### src/rtl/gpio_mult_sequencer.sv
// Command master for the GPIO multiply/popcount peripheral: writes A1, A2, CTRL,
// waits out the compute time, reads STATUS, RESULT and ONES, returns one record per command.
module gpio_mult_sequencer #(
   parameter int          WAIT_CYCLES = 6,
   parameter logic [15:0] ADDR_A1     = 16'h037F,
   parameter logic [15:0] ADDR_A2     = 16'h0388,
   parameter logic [15:0] ADDR_CTRL   = 16'h03A0,
   parameter logic [15:0] ADDR_RES    = 16'h0390,
   parameter logic [15:0] ADDR_ONES   = 16'h0398
) (
   input  logic        clk,
   input  logic        n_reset,
   input  logic        cmd_valid,
   output logic        cmd_ready,
   input  logic [23:0] cmd_a1,
   input  logic [23:0] cmd_a2,
   output logic        res_valid,
   input  logic        res_ready,
   output logic [31:0] res_product,
   output logic [5:0]  res_ones,
   output logic        res_ovf,
   output logic        res_err,
   output logic [15:0] bus_addr,
   output logic        bus_wr,
   output logic        bus_rd,
   output logic [31:0] bus_wdata,
   input  logic [31:0] bus_rdata,
   output logic        busy,
   output logic [15:0] op_count,
   output logic [3:0]  dbg_state
);

   localparam logic [3:0] S_IDLE    = 4'd0;
   localparam logic [3:0] S_WR_A1   = 4'd1;
   localparam logic [3:0] S_WR_A2   = 4'd2;
   localparam logic [3:0] S_WR_CTRL = 4'd3;
   localparam logic [3:0] S_WAIT    = 4'd4;
   localparam logic [3:0] S_RD_STAT = 4'd5;
   localparam logic [3:0] S_RD_RES  = 4'd6;
   localparam logic [3:0] S_RD_ONES = 4'd7;
   localparam logic [3:0] S_OUT     = 4'd8;

   localparam logic [1:0] PH_SETUP  = 2'd0;
   localparam logic [1:0] PH_STROBE = 2'd1;
   localparam logic [1:0] PH_HOLD   = 2'd2;

   localparam logic [7:0] WAIT_LAST = (WAIT_CYCLES > 0) ? 8'(WAIT_CYCLES - 1) : 8'd0;

   logic [3:0]  state_q, state_d;
   logic [1:0]  phase_q, phase_d;
   logic [7:0]  wait_q, wait_d;
   logic [23:0] a1_q, a1_d, a2_q, a2_d;
   logic [31:0] res_product_q, res_product_d;
   logic [5:0]  res_ones_q, res_ones_d;
   logic        res_ovf_q, res_ovf_d;
   logic        res_err_q, res_err_d;
   logic [15:0] op_count_q, op_count_d;
   logic        is_wr, is_rd, last_phase;

   function automatic logic [5:0] popcount32(input logic [31:0] v);
      logic [5:0] c;
      c = '0;
      for (int i = 0; i < 32; i++) c = c + {5'd0, v[i]};
      return c;
   endfunction

   // Both streams transfer on a posedge where valid & ready are high; cmd_ready is
   // only offered in IDLE and res_valid only in OUT, so at most one command is in flight.
   assign cmd_ready   = (state_q == S_IDLE);
   assign res_valid   = (state_q == S_OUT);
   assign busy        = (state_q != S_IDLE);
   assign res_product = res_product_q;
   assign res_ones    = res_ones_q;
   assign res_ovf     = res_ovf_q;
   assign res_err     = res_err_q;
   assign op_count    = op_count_q;
   assign dbg_state   = state_q;

   always_comb begin
      state_d       = state_q;
      phase_d       = phase_q;
      wait_d        = wait_q;
      a1_d          = a1_q;
      a2_d          = a2_q;
      res_product_d = res_product_q;
      res_ones_d    = res_ones_q;
      res_ovf_d     = res_ovf_q;
      res_err_d     = res_err_q;
      op_count_d    = op_count_q;
      bus_addr      = '0;
      bus_wdata     = '0;

      case (state_q)
         S_WR_A1:   begin bus_addr = ADDR_A1;   bus_wdata = {8'h00, a1_q}; end
         S_WR_A2:   begin bus_addr = ADDR_A2;   bus_wdata = {8'h00, a2_q}; end
         S_WR_CTRL: begin bus_addr = ADDR_CTRL; bus_wdata = 32'h1;         end
         S_RD_STAT: bus_addr = ADDR_CTRL;
         S_RD_RES:  bus_addr = ADDR_RES;
         S_RD_ONES: bus_addr = ADDR_ONES;
         default:   ;
      endcase

      is_wr      = state_q inside {S_WR_A1, S_WR_A2, S_WR_CTRL};
      is_rd      = state_q inside {S_RD_STAT, S_RD_RES, S_RD_ONES};
      bus_wr     = is_wr && (phase_q == PH_STROBE);
      bus_rd     = is_rd && (phase_q == PH_STROBE);
      last_phase = (is_wr || is_rd) && (phase_q == PH_HOLD);
      if (is_wr || is_rd) phase_d = last_phase ? PH_SETUP : phase_q + 2'd1;

      // Read data is captured on the edge that leaves HOLD.
      case (state_q)
         S_IDLE: if (cmd_valid) begin
            a1_d    = cmd_a1;
            a2_d    = cmd_a2;
            state_d = S_WR_A1;
            phase_d = PH_SETUP;
         end
         S_WR_A1: if (last_phase) state_d = S_WR_A2;
         S_WR_A2: if (last_phase) state_d = S_WR_CTRL;
         S_WR_CTRL: if (last_phase) begin
            state_d = (WAIT_CYCLES == 0) ? S_RD_STAT : S_WAIT;
            wait_d  = '0;
         end
         S_WAIT: begin
            if (wait_q == WAIT_LAST) state_d = S_RD_STAT;
            else                     wait_d  = wait_q + 8'd1;
         end
         S_RD_STAT: if (last_phase) begin
            res_ovf_d = ~bus_rdata[0];
            state_d   = S_RD_RES;
         end
         S_RD_RES: if (last_phase) begin
            res_product_d = bus_rdata;
            state_d       = S_RD_ONES;
         end
         S_RD_ONES: if (last_phase) begin
            res_ones_d = bus_rdata[5:0];
            res_err_d  = (bus_rdata[5:0] != popcount32(res_product_q)) || (|bus_rdata[31:6]);
            state_d    = S_OUT;
         end
         S_OUT: if (res_ready) begin
            state_d    = S_IDLE;
            op_count_d = op_count_q + 16'd1;
         end
         default: state_d = S_IDLE;
      endcase
   end

   always_ff @(posedge clk or negedge n_reset) begin
      if (!n_reset) begin
         state_q       <= S_IDLE;
         phase_q       <= PH_SETUP;
         wait_q        <= '0;
         a1_q          <= '0;
         a2_q          <= '0;
         res_product_q <= '0;
         res_ones_q    <= '0;
         res_ovf_q     <= 1'b0;
         res_err_q     <= 1'b0;
         op_count_q    <= '0;
      end else begin
         state_q       <= state_d;
         phase_q       <= phase_d;
         wait_q        <= wait_d;
         a1_q          <= a1_d;
         a2_q          <= a2_d;
         res_product_q <= res_product_d;
         res_ones_q    <= res_ones_d;
         res_ovf_q     <= res_ovf_d;
         res_err_q     <= res_err_d;
         op_count_q    <= op_count_d;
      end
   end

endmodule
### config.mk
export PLATFORM = sky130hd
export DESIGN_NAME = gpio_mult_sequencer
export DESIGN_NICKNAME = d
export VERILOG_FILES = /design/src/rtl/gpio_mult_sequencer.sv
export SDC_FILE = /design/constraint.sdc
export NUM_CORES = 1
export LEC_CHECK = 0
export ABC_AREA = 1
export CORE_AREA = 2 2 114 138
export CTS_BUF_LIST = sky130_fd_sc_hd__clkbuf_2
export CTS_CLUSTER_DIAMETER = 100
export CTS_CLUSTER_SIZE = 14
export DETAILED_ROUTE_END_ITERATION = 16
export DIE_AREA = 0 0 116 140
export GPL_ROUTABILITY_DRIVEN = 0
export GPL_TIMING_DRIVEN = 0
export PLACE_DENSITY_LB_ADDON = 0.15
export SLEW_MARGIN = 20
export SYNTH_ARGS = -nofsm -noshare
export SYNTH_HDL_FRONTEND = slang
export SYNTH_SLANG_ARGS = --single-unit
### constraint.sdc
create_clock -name clk -period 4.94 [get_ports clk]
set_input_delay 1.235 -clock clk [delete_from_list [all_inputs] [get_ports clk]]
set_output_delay 1.235 -clock clk [all_outputs]
set_load 0.1 [all_outputs]
==> summary.md <==
| Metric | Value |
|---|---|
| Antenna violations before repair | `1` |
| Vias per cell | `~4.6` |
| CTS max path bufs | `2` |
| R2R Setup Slk | `-0.31 ns` |
| Required @ worst endpoint | `roughly 5.5 ns` |
| Detailed placement HPWL | `about 13,000 um` |
| Setup Slack @ Placement | `-0.329 ns` |
| Io pins | `between 150 and 200` |
| Mapped Area | `roughly 0.0065 mm^2` |
| Die height | `approximately 140 um` |
| Vias in the first global route | `about 5,600` |
| Crit Path Class | `reg2reg` |
| Area share of the largest cell type after synthesis | `0.457` |
| #FFs+latches synth | `between 100 and 150` |
| Routed len/inst | `roughly 14 um` |
| Slew Limit Fails | `0` |
| Finished Core Util | `0.608` |
| Share of post-route cells with drive strength above 1 | `0.115` |
| Fin Clk Skew | `around 0.060 ns` |
| CTS tree | `yes` |
| Root buf cell | `clkbuf_2` |
| IO Port Bufs | `about 180` |
| Failing checks | `setup timing` |
| Placed Cells | `between 1,000 and 1,500` |
| Worst skew pair latency | `slightly below 0.7 ns` |
| Max Cap Viol | `0` |
| Main synth FF type | `dfrtp_1` |
| Least-Margin Pin Slew | `1.04 ns` |
| WP data arrival | `about 5.8 ns` |
| Clk pin slew, worst setup/hold paths | `about 0.23 ns` |
| Final Hold Fails | `0` |
| Largest cells by area after synthesis | `dfrtp_1 46%, nand2_1 13%, fa_1 7.4%, inv_1 7.3%, o21ai_0 4.4%` |
| Final period util | `1.06` |
| Final setup fails | `1` |
| Cell with the most instances after synthesis | `nand2_1` |
| RSZ-0062 raised after global routing | `true` |
| P&R area growth vs syn | `39.6%` |
| GRT Total Usage | `0.214` |
| Filler Cells Inserted | `roughly 1,400` |
| Full die area | `~0.016 mm^2` |
| Non-Filler Instances | `approximately 1,200` |
| Status | `finished with violations` |
| Largest area contributor in the netlist | `dfrtp_1` |
| CTS Sinks | `118` |
| Most frequent cells after synthesis | `227 x nand2_1, 126 x inv_1, 118 x dfrtp_1` |
| Hold Crit Class | `in2async` |
| Via count | `5,551` |
| Drt initial violations | `378` |
| Max Freq | `approximately 190 MHz` |
| Minimum clock period | `between 5 and 6 ns` |
| Starting density of the core | `0.436` |
| Slew HR | `0.303` |
| Ys Warns | `0` |
| Setup ws final | `-0.311 ns` |
| Cell variety after synth | `35` |
| Post-synthesis sequential area ratio | `0.457` |
| Die W | `116 um` |
| Syn Inst Count | `between 700 and 800` |
| CP Max Fanout | `3` |
| Crit path capture type | `register` |
| Largest net degree at the start of global routing | `67` |
| CORE AREA | `between 0.01 and 0.015 mm^2` |
| Post-route DRC | `0` |
| CTS H-tree depth | `4` |
| TritonCTS Buffers | `17` |
| Antenna viol nets, final | `0` |
| Total detailed-routing wirelength | `16,900 um` |
| Number of synthesized flops with an enable pin | `0` |
| Fin nets | `around 1,100` |
| Hold-fix buffers, CTS | `0` |
| Async SR Flop Fraction | `1.00` |
| Syn avg cell area | `8.34 um^2` |
| Startpoint types | `register` |
| Row count | `~50` |
| GRT Residual Overflow | `0` |
| First-pass GRT wire length | `27,300 um` |
| DR pass1 iterations | `5` |
[metal layers]
metal / vias up / routed length, um / track usage
met4: 0 / 234 / 0.0652
li1: 2785 / - / -
met2: 174 / 8560 / 0.368
met5: - / 0 / 0
met1: 2572 / 6960 / 0.266
met3: 20 / 1110 / 0.0515
[sequential cells by signal (all words and copies together) (netlist names)]
name and cells:
res_ones 6, a1_q 24, wait_q 8, phase_q 2
dbg_state 4, a2_q 24, res_err 1, res_product 32
res_ovf 1, op_count 16
[worst max-delay path, stage by stage, from the launching register on]
cell	delay, ns
dfrtp_4	0.55
fa_1	0.54
inv_1	0.06
fa_1	0.49
inv_2	0.04
fa_1	0.49
fa_1	0.44
fa_1	0.51
inv_1	0.05
fa_1	0.49
inv_2	0.05
ha_4	0.16
fa_1	0.49
buf_4	0.11
inv_2	0.02
nand2_1	0.04
nand2_1	0.05
inv_1	0.04
nand2_1	0.04
nor2_1	0.10
nand3_1	0.08
nor2_1	0.09
nand3_1	0.07
nand2_1	0.06
inv_1	0.04
[repair_timing]
action | in CTS | in global routing
pin swaps | 11 | 7
setup endpoints to repair | 1 | 3
setup buffers | 2 | 0
resized for setup | 4 | 6
[path summary, 6_finish.rpt]
kind                                                   from                          end  depth (start not counted)
max in group asynchronous                           n_reset  res_product[30]$_DFFE_PN0P_                          2
worst min register to register     op_count[15]$_DFFE_PN0P_     op_count[15]$_DFFE_PN0P_                          1
worst min-delay path                                n_reset  res_product[10]$_DFFE_PN0P_                          1
min in group clk                   op_count[15]$_DFFE_PN0P_     op_count[15]$_DFFE_PN0P_                          1
worst max register to register  res_product[11]$_DFFE_PN0P_          res_err$_DFFE_PN0P_                         24
worst max-delay path            res_product[11]$_DFFE_PN0P_          res_err$_DFFE_PN0P_                         24
[metrics by stage]
stage	TNS, ns	area (um^2)	hold slack [ns]
2_1_floorplan	-0.133	6560	0.449
3_3_place_gp	-258.57	8640	0.462
3_5_place_dp	-0.329	8670	0.465
4_1_cts	-0.380	9010	0.392
5_1_grt	-0.505	9030	0.419
6_report	-0.311	9030	0.447
[area by class of cell]
cell class / instances / area [um^2] / share of cell area
diodes: 1 / 2.50 / 0.000277
multi-input cells: 501 / 2850 / 0.315
well taps: 204 / 255 / 0.0283
clock buffers: 18 / 90.1 / 0.00998
plain buffers: 40 / 256 / 0.0284
inverters: 129 / 484 / 0.0536
clock inverters: 14 / 225 / 0.0249
flip-flops and latches: 118 / 3000 / 0.332
repair buffers: 185 / 1870 / 0.207
[kinds of logic (layout without fill, tap and decap cells)]
| logic type | Yosys count | count (layout) | share of synthesized area |
|---|---|---|---|
| compound gates | 105 | 105 | 0.0855 |
| other cells | 1 | 15 | 0.000580 |
| flops | 118 | 118 | 0.457 |
| fa+ha+maj | 34 | 34 | 0.0937 |
| buf+inv | 169 | 386 | 0.115 |
| xor+xnor | 21 | 21 | 0.0306 |
| simple gates | 327 | 327 | 0.218 |
[cells in the final DEF, fill, tap and decap left out, types with 6 or more instances in the layout]
cell	n
fa_1	24
nand3_1	26
nor2_1	43
dfrtp_1	103
clkbuf_2	18
a21oi_1	14
xnor2_1	7
nand2_1	226
xor2_1	13
o21ai_1	45
o21ai_0	38
conb_1	14
buf_4	24
ha_1	9
buf_2	13
dfrtp_4	10
nor3_1	6
inv_2	8
clkdlybuf4s50_1	179
inv_1	121
Power is not shown: default switching activity piles up to over one toggle a cycle in this logic, so the estimate is an artifact.
